--- src/rtl/snn_pkg.sv ---
// rtl/snn_pkg.sv - shared types and saturating arithmetic for the IF layer scheduler
package snn_pkg;

   localparam int POT_W = 32;

   typedef logic signed [POT_W-1:0] potential_t;

   typedef enum logic [1:0] {IDLE, SCAN, EVAL, DONE} sched_state_t;

   localparam potential_t POT_MAX = {1'b0, {(POT_W-1){1'b1}}};
   localparam potential_t POT_MIN = {1'b1, {(POT_W-1){1'b0}}};

   // Overflow only happens when both operands share a sign that the sum lost.
   function automatic potential_t sat_add(potential_t a, potential_t b);
      potential_t s;
      s = a + b;
      if ((a[POT_W-1] == b[POT_W-1]) && (s[POT_W-1] != a[POT_W-1]))
         s = a[POT_W-1] ? POT_MIN : POT_MAX;
      return s;
   endfunction

endpackage

--- src/rtl/if_potential_bank.sv ---
// rtl/if_potential_bank.sv - membrane potential register file, async read, sync write and clear-all
module if_potential_bank
   import snn_pkg::*;
#(
   parameter int NUM_NEURONS     = 8,
   parameter int RESET_POTENTIAL = 0,
   parameter int ADDR_W          = 3
) (
   input  logic              clk,
   input  logic              clear_i,
   input  logic              we_i,
   input  logic [ADDR_W-1:0] waddr_i,
   input  logic [POT_W-1:0]  wdata_i,
   input  logic [ADDR_W-1:0] raddr_i,
   output logic [POT_W-1:0]  rdata_o
);

   potential_t mem_q [NUM_NEURONS];

   always_ff @(posedge clk) begin
      if (clear_i) begin
         for (int k = 0; k < NUM_NEURONS; k++)
            mem_q[k] <= potential_t'(RESET_POTENTIAL);
      end else if (we_i) begin
         mem_q[waddr_i] <= wdata_i;
      end
   end

   assign rdata_o = mem_q[raddr_i];

endmodule

--- src/rtl/if_layer_scheduler.sv ---
// rtl/if_layer_scheduler.sv - time-multiplexed integrate-and-fire layer controller
// Optional leak before threshold compare is enabled by defining IF_LEAK_EN.
module if_layer_scheduler
   import snn_pkg::*;
#(
   parameter int NUM_INPUTS          = 4,
   parameter int NUM_NEURONS         = 8,
   parameter int WEIGHT_SIZE         = POT_W,
   parameter int THRESHOLD_POTENTIAL = 10,
   parameter int RESET_POTENTIAL     = 0,
   localparam int NN_W = (NUM_NEURONS > 1) ? $clog2(NUM_NEURONS) : 1,
   localparam int NI_W = (NUM_INPUTS > 1) ? $clog2(NUM_INPUTS) : 1
`ifdef IF_LEAK_EN
   ,
   parameter int LEAK                = 1
`endif
) (
   input  logic                   clk,
   input  logic                   rst,
   input  logic                   start,
   input  logic                   clear,
   input  logic [NUM_INPUTS-1:0]  spike_in,
   output logic                   w_rd_en,
   output logic [NN_W-1:0]        w_neuron,
   output logic [NI_W-1:0]        w_input,
   input  logic [WEIGHT_SIZE-1:0] w_data,
   output logic                   busy,
   output logic                   done,
   output logic [NUM_NEURONS-1:0] spike_out
);

   localparam logic [NI_W-1:0] LAST_I  = NI_W'(NUM_INPUTS - 1);
   localparam logic [NN_W-1:0] LAST_N  = NN_W'(NUM_NEURONS - 1);
   localparam potential_t      THRESH  = potential_t'(THRESHOLD_POTENTIAL);
   localparam potential_t      RST_POT = potential_t'(RESET_POTENTIAL);

   sched_state_t           state_q, state_d;
   logic [NN_W-1:0]        n_q, n_d;
   logic [NI_W-1:0]        i_q, i_d;
   logic [NUM_INPUTS-1:0]  spk_q, spk_d;
   logic [NUM_NEURONS-1:0] next_spk_q, next_spk_d;
   logic [NUM_NEURONS-1:0] spike_out_q, spike_out_d;
   potential_t             acc_q, acc_d;

   potential_t      weight, acc_sum, acc_eval, bank_wdata;
   logic [POT_W-1:0] bank_rdata;
   logic [NI_W-1:0] prev_i;
   logic            bank_clear, bank_we, fire;

   if_potential_bank #(
      .NUM_NEURONS     (NUM_NEURONS),
      .RESET_POTENTIAL (RESET_POTENTIAL),
      .ADDR_W          (NN_W)
   ) u_bank (
      .clk     (clk),
      .clear_i (bank_clear),
      .we_i    (bank_we),
      .waddr_i (n_q),
      .wdata_i (bank_wdata),
      .raddr_i (n_q),
      .rdata_o (bank_rdata)
   );

   always_ff @(posedge clk) begin
      if (rst) begin
         state_q     <= IDLE;
         n_q         <= '0;
         i_q         <= '0;
         spk_q       <= '0;
         next_spk_q  <= '0;
         spike_out_q <= '0;
         acc_q       <= RST_POT;
      end else begin
         state_q     <= state_d;
         n_q         <= n_d;
         i_q         <= i_d;
         spk_q       <= spk_d;
         next_spk_q  <= next_spk_d;
         spike_out_q <= spike_out_d;
         acc_q       <= acc_d;
      end
   end

   // Weights return one cycle after their read, so the input being summed is the previous index.
   assign prev_i  = (state_q == EVAL) ? LAST_I : i_q - 1'b1;
   assign weight  = spk_q[prev_i] ? potential_t'(w_data) : '0;
   assign acc_sum = sat_add(acc_q, weight);

   always_comb begin
`ifdef IF_LEAK_EN
      acc_eval = sat_add(acc_sum, -potential_t'(LEAK));
      if (acc_eval < RST_POT)
         acc_eval = RST_POT;
`else
      acc_eval = acc_sum;
`endif
   end

   always_comb begin
      state_d     = state_q;
      n_d         = n_q;
      i_d         = i_q;
      spk_d       = spk_q;
      next_spk_d  = next_spk_q;
      spike_out_d = spike_out_q;
      acc_d       = acc_q;
      bank_clear  = rst;
      bank_we     = 1'b0;
      fire        = (acc_eval >= THRESH);
      bank_wdata  = fire ? RST_POT : acc_eval;
      w_rd_en     = 1'b0;

      case (state_q)
         IDLE: begin
            if (clear)
               bank_clear = 1'b1;
            if (start) begin
               spk_d   = spike_in;
               n_d     = '0;
               i_d     = '0;
               state_d = SCAN;
            end
         end
         SCAN: begin
            w_rd_en = 1'b1;
            acc_d   = (i_q == '0) ? potential_t'(bank_rdata) : acc_sum;
            if (i_q == LAST_I) begin
               i_d     = '0;
               state_d = EVAL;
            end else begin
               i_d = i_q + 1'b1;
            end
         end
         EVAL: begin
            bank_we         = 1'b1;
            next_spk_d[n_q] = fire;
            if (n_q == LAST_N) begin
               state_d = DONE;
            end else begin
               n_d     = n_q + 1'b1;
               state_d = SCAN;
            end
         end
         DONE: begin
            spike_out_d = next_spk_q;
            state_d     = IDLE;
         end
         default: state_d = IDLE;
      endcase
   end

   assign busy      = (state_q != IDLE);
   assign done      = (state_q == DONE);
   assign w_neuron  = n_q;
   assign w_input   = i_q;
   assign spike_out = spike_out_q;

endmodule

--- config.mk ---
export PLATFORM = sky130hd
export DESIGN_NAME = if_layer_scheduler
export DESIGN_NICKNAME = d
export VERILOG_FILES = /design/src/rtl/snn_pkg.sv /design/src/rtl/if_potential_bank.sv /design/src/rtl/if_layer_scheduler.sv
export SDC_FILE = /design/constraint.sdc
export NUM_CORES = 1
export LEC_CHECK = 0
export CORE_MARGIN = 2
export CORE_UTILIZATION = 40
export DETAILED_ROUTE_END_ITERATION = 8
export PLACE_DENSITY = 0.66
export SYNTH_ARGS = -nofsm -noshare
export SYNTH_HDL_FRONTEND = slang
export SYNTH_SLANG_ARGS = --single-unit
--- constraint.sdc ---
create_clock -name clk -period 18.7 [get_ports clk]
set_input_delay 3.74 -clock clk [delete_from_list [all_inputs] [get_ports clk]]
set_output_delay 3.74 -clock clk [all_outputs]
set_load 0.01 [all_outputs]
==> reports/qor.txt <==
latest clock arrival within the worst-skew pair - 540 ps
endpoint class of the critical path - register
Clock Skews - 28.1 ps
DIE HEIGHT - 217 um
Storage cell area - 8930 um^2
sequential share of power - 45.9%
core box area - 45100 um^2
master cell of the clock root buffer - sky130_fd_sc_hd__clkbuf_16
normalized max-slew margin - 20.2%
top cells by instance count after synthesis - sky130_fd_sc_hd__nand2_1 (392), sky130_fd_sc_hd__edfxtp_1 (256), sky130_fd_sc_hd__a21oi_2 (184), sky130_fd_sc_hd__a21oi_1 (137), sky130_fd_sc_hd__clkbuf_1 (103)
first-pass GRT wire length - 76000 um
part of the Yosys area used for sequential elements - 49.2%
total wirelength of the detailed-routed design - 48600 um
Mapped Avg Cell Area - 10.7 um^2
biggest area contributors in the synthesized netlist - sky130_fd_sc_hd__edfxtp_1 (42%), sky130_fd_sc_hd__a21oi_2 (8.9%), sky130_fd_sc_hd__nand2_1 (8.1%)
total iterations of the first detailed-routing run - 6
Cell variety after synth - 71
multiplexer fraction of the synthesized cell area - 9.88%
clock transition time at the flip-flop clock pins of the worst setup and hold paths - 60 ps
CTS max path bufs - 3
multi-input logic area - 8440 um^2
sw frac - 28.5%
deepest level of the CTS H-tree - 2
Antenna diodes - 0
highest net fanout along the worst path - 66
number of placed I/O pins - 56
count of clock tree sinks - 318
horizontal die dimension - 217 um
Post-Synthesis Cells - 1703
signal arrival time at the worst endpoint - 11870 ps
die footprint - 47100 um^2
mean number of vias per cell - 5.75
number of antenna violations at the first check in global routing - 0
TritonCTS clock tree - built
Post-synth EDFFs - 256
final hold vios - 0
FILL cells - 4209
kind of critical path - in2reg
Worst Hold Class - reg2reg
Post-Synth XOR/XNOR Area - 0.965%
Net count, final - 1753
Maximum Capacitance Violations - 0
half-perimeter wire length after placement - 29300 um
gp weighted congestion - 0.923
IO buf count - 55
Final setup violation count - 0
Post-Layout Inst Area - 20000 um^2
buffers and inverters on the worst path - 3
quantity of gates resized following cts - 0
number of remaining DRC errors - 0
final sum of negative setup slack - 0 ps
shortest clock period the worst path allows after layout - 11630 ps
compound-cell area share of the yosys netlist - 19.2%
starting density of the core - 40.2%
Critical-path top delay cell - sky130_fd_sc_hd__buf_4
part of the total power dissipated in combinational logic - 16.4%
total count of max-transition violations in the final report - 0
total global-route track usage - 20.6%
number of buffers added for setup after CTS - 0
most frequently used flop master after synthesis - sky130_fd_sc_hd__edfxtp_1
instance area at placement - 18900 um^2
Critical Path Source Type - primary input
cell breakdown of the critical path - clkdlybuf4s50_1 -> and2_1 -> ha_1 -> a21oi_2 -> o211ai_1 -> a21oi_2 -> a211oi_1 -> o311ai_0 -> a21boi_0 -> or2_2 -> fa_4 -> nand2_1 -> a21o_1 -> a21oi_1 -> nor3_1 -> nand4_1 -> a211o_4 -> buf_4 -> buf_4 -> a21oi_1
share of the clock period used by the worst path after layout - 62.2%
layout overhead on the synthesized area - 10.2%
total congestion overflow after global routing - 0
row cnt - 78
Slew @ Worst Pin - 1190 ps
routed vias - 13216
fraction of registers with async set or reset after synthesis - 0%
cell with the most instances after synthesis - sky130_fd_sc_hd__nand2_1
share of the synthesized area in the top cell type - 42.4%
unrepaired setup endpoints after global routing - no
Net Count, Synth - 1780
routed wirelength normalized by instance count - 21.2 um
leading area contributor after synthesis - sky130_fd_sc_hd__edfxtp_1
Syn Std Cell Area - 18100 um^2
# hold bufs at CTS - 0
power spent charging and discharging nets - 505 uW
number of warnings issued by yosys - 0
combinational family with the most area after synthesis - compound AO/OA/AOI/OAI gates
number of clock buffers inserted by TritonCTS - 35
flops & latches, synth - 318
required time of the critical path - 18940 ps
Final Power - 1770 uW
Synth Area in Simple Gates - 13.6%
Largest stage delay, worst path - 890 ps
via count of the first global-routing pass - 12959
Achievable Freq - 0.0860 GHz
result of the run - completed
Post-DRT Antenna Nets - 0
Detailed Route Iter0 Violations - 1461
power share of the clock group - 37.7%
Top Family by Delay on Critical Path - compound AO/OA/AOI/OAI gates
cell internal power dissipation - 1270 uW
fraction of the mapped netlist area in adder cells - 2.63%
maximum number of pins on one net before global-route repair - 70
Lkg Pwr - 0.00632 uW
Peak supply drop - 0.0511 mV
fraction of layout instances using a drive strength above 1 - 20.6%
P per Cell Area - 88.5 nW/um^2
worst paths after layout:
kind | from | to | slack (ps) | depth (start not counted)
worst max register to register | w_input[0]$_SDFFE_PP0P_ | u_bank.mem_q[7][6]$_SDFFCE_PN0P_ | 8500 | 24
worst min-delay path | next_spk_q[1]$_SDFFE_PP0P_ | spike_out[1]$_SDFFE_PP0P_ | 450 | 2
worst min register to register | next_spk_q[1]$_SDFFE_PP0P_ | spike_out[1]$_SDFFE_PP0P_ | 450 | 2
worst max-delay path | w_data[6] | u_bank.mem_q[7][6]$_SDFFCE_PN0P_ | 7070 | 20
power by group through the flow:
| stage | clock network (uW) | logic [uW] | registers [uW] |
|---|---|---|---|
| after global placement | 0 | 283 | 826 |
| final | 668 | 290 | 813 |
| after CTS | 673 | 287 | 813 |
| after global routing | 701 | 313 | 816 |
| after detailed placement | 0 | 286 | 828 |
| after floorplan | 0 | 198 | 823 |
cells by family after synthesis:
group	after synthesis
flops	318
xor+xnor	20
simple gates	583
fa+ha+maj	37
buf+inv	164
compound gates	482
mux	99
worst reg2reg max path, delay by kind of cell, from the launching register on:
family                   cells  cell delay [ps]
AND/OR/NAND/NOR              7             2010
adder cells (fa/ha/maj)      3             1440
buffers and inverters        3             1880
AO/OA/AOI/OAI               11             4110
flip-flops                   1              470
metal layers:
layer | routed length [um] | vias to the layer above | GRT usage [%]
met5 | 0 | - | 0
met4 | 917 | 0 | 5.25
met3 | 3480 | 66 | 2.84
met2 | 23600 | 486 | 35.0
met1 | 20600 | 6510 | 27.9
li1 | - | 6154 | -
cells in the final DEF, fill, tap and decap left out, drive strengths merged, types with 10 or more instances in the layout:
cell | Yosys | layout
mux4 | 64 | 64
o211ai | 35 | 35
nor2 | 82 | 82
xor2 | 12 | 12
edfxtp | 256 | 256
inv | 20 | 20
nor3 | 11 | 11
clkbuf | 103 | 50
and2 | 34 | 34
a21oi | 321 | 321
nand3 | 19 | 19
o21ai | 51 | 51
dfxtp | 62 | 62
a2111oi | 10 | 10
nand2 | 393 | 393
mux2i | 34 | 34
ha | 35 | 35
clkdlybuf4s50 | 0 | 54
a211oi | 12 | 12
nand4 | 12 | 12
buf | 40 | 25
cell type report:
| class | instances | area share, % |
|---|---|---|
| multi-input cells | 1221 | 42.2 |
| inverters | 21 | 0.394 |
| clock inverters | 10 | 0.482 |
| flip-flops and latches | 318 | 44.7 |
| well taps | 600 | 3.75 |
| repair buffers | 79 | 3.63 |
| clock buffers | 50 | 4.87 |
registers in the layout (all words and copies together) (netlist names), named ones only:
| name | count |
|---|---|
| w_neuron | 3 |
| u_bank.mem_q | 256 |
| spk_q | 4 |
| w_input | 2 |
| state_q | 2 |
| spike_out | 8 |
| acc_q | 32 |
| next_spk_q | 8 |
stage by stage:
| step | utilization, % | setup WS, ps | instances | hold slack [ps] |
|---|---|---|---|---|
| 2_1_floorplan | - | 9990 | 1703 | 432 |
| 3_3_place_gp | 42.0 | 6800 | 2239 | 444 |
| 3_5_place_dp | 42.0 | 6600 | 2239 | 447 |
| 4_1_cts | 44.4 | 7130 | 2299 | 454 |
| 5_1_grt | 44.4 | 6650 | 2299 | 466 |
| 6_report | 44.4 | 7070 | 2299 | 450 |
Power figures use the tool's default switching activity.
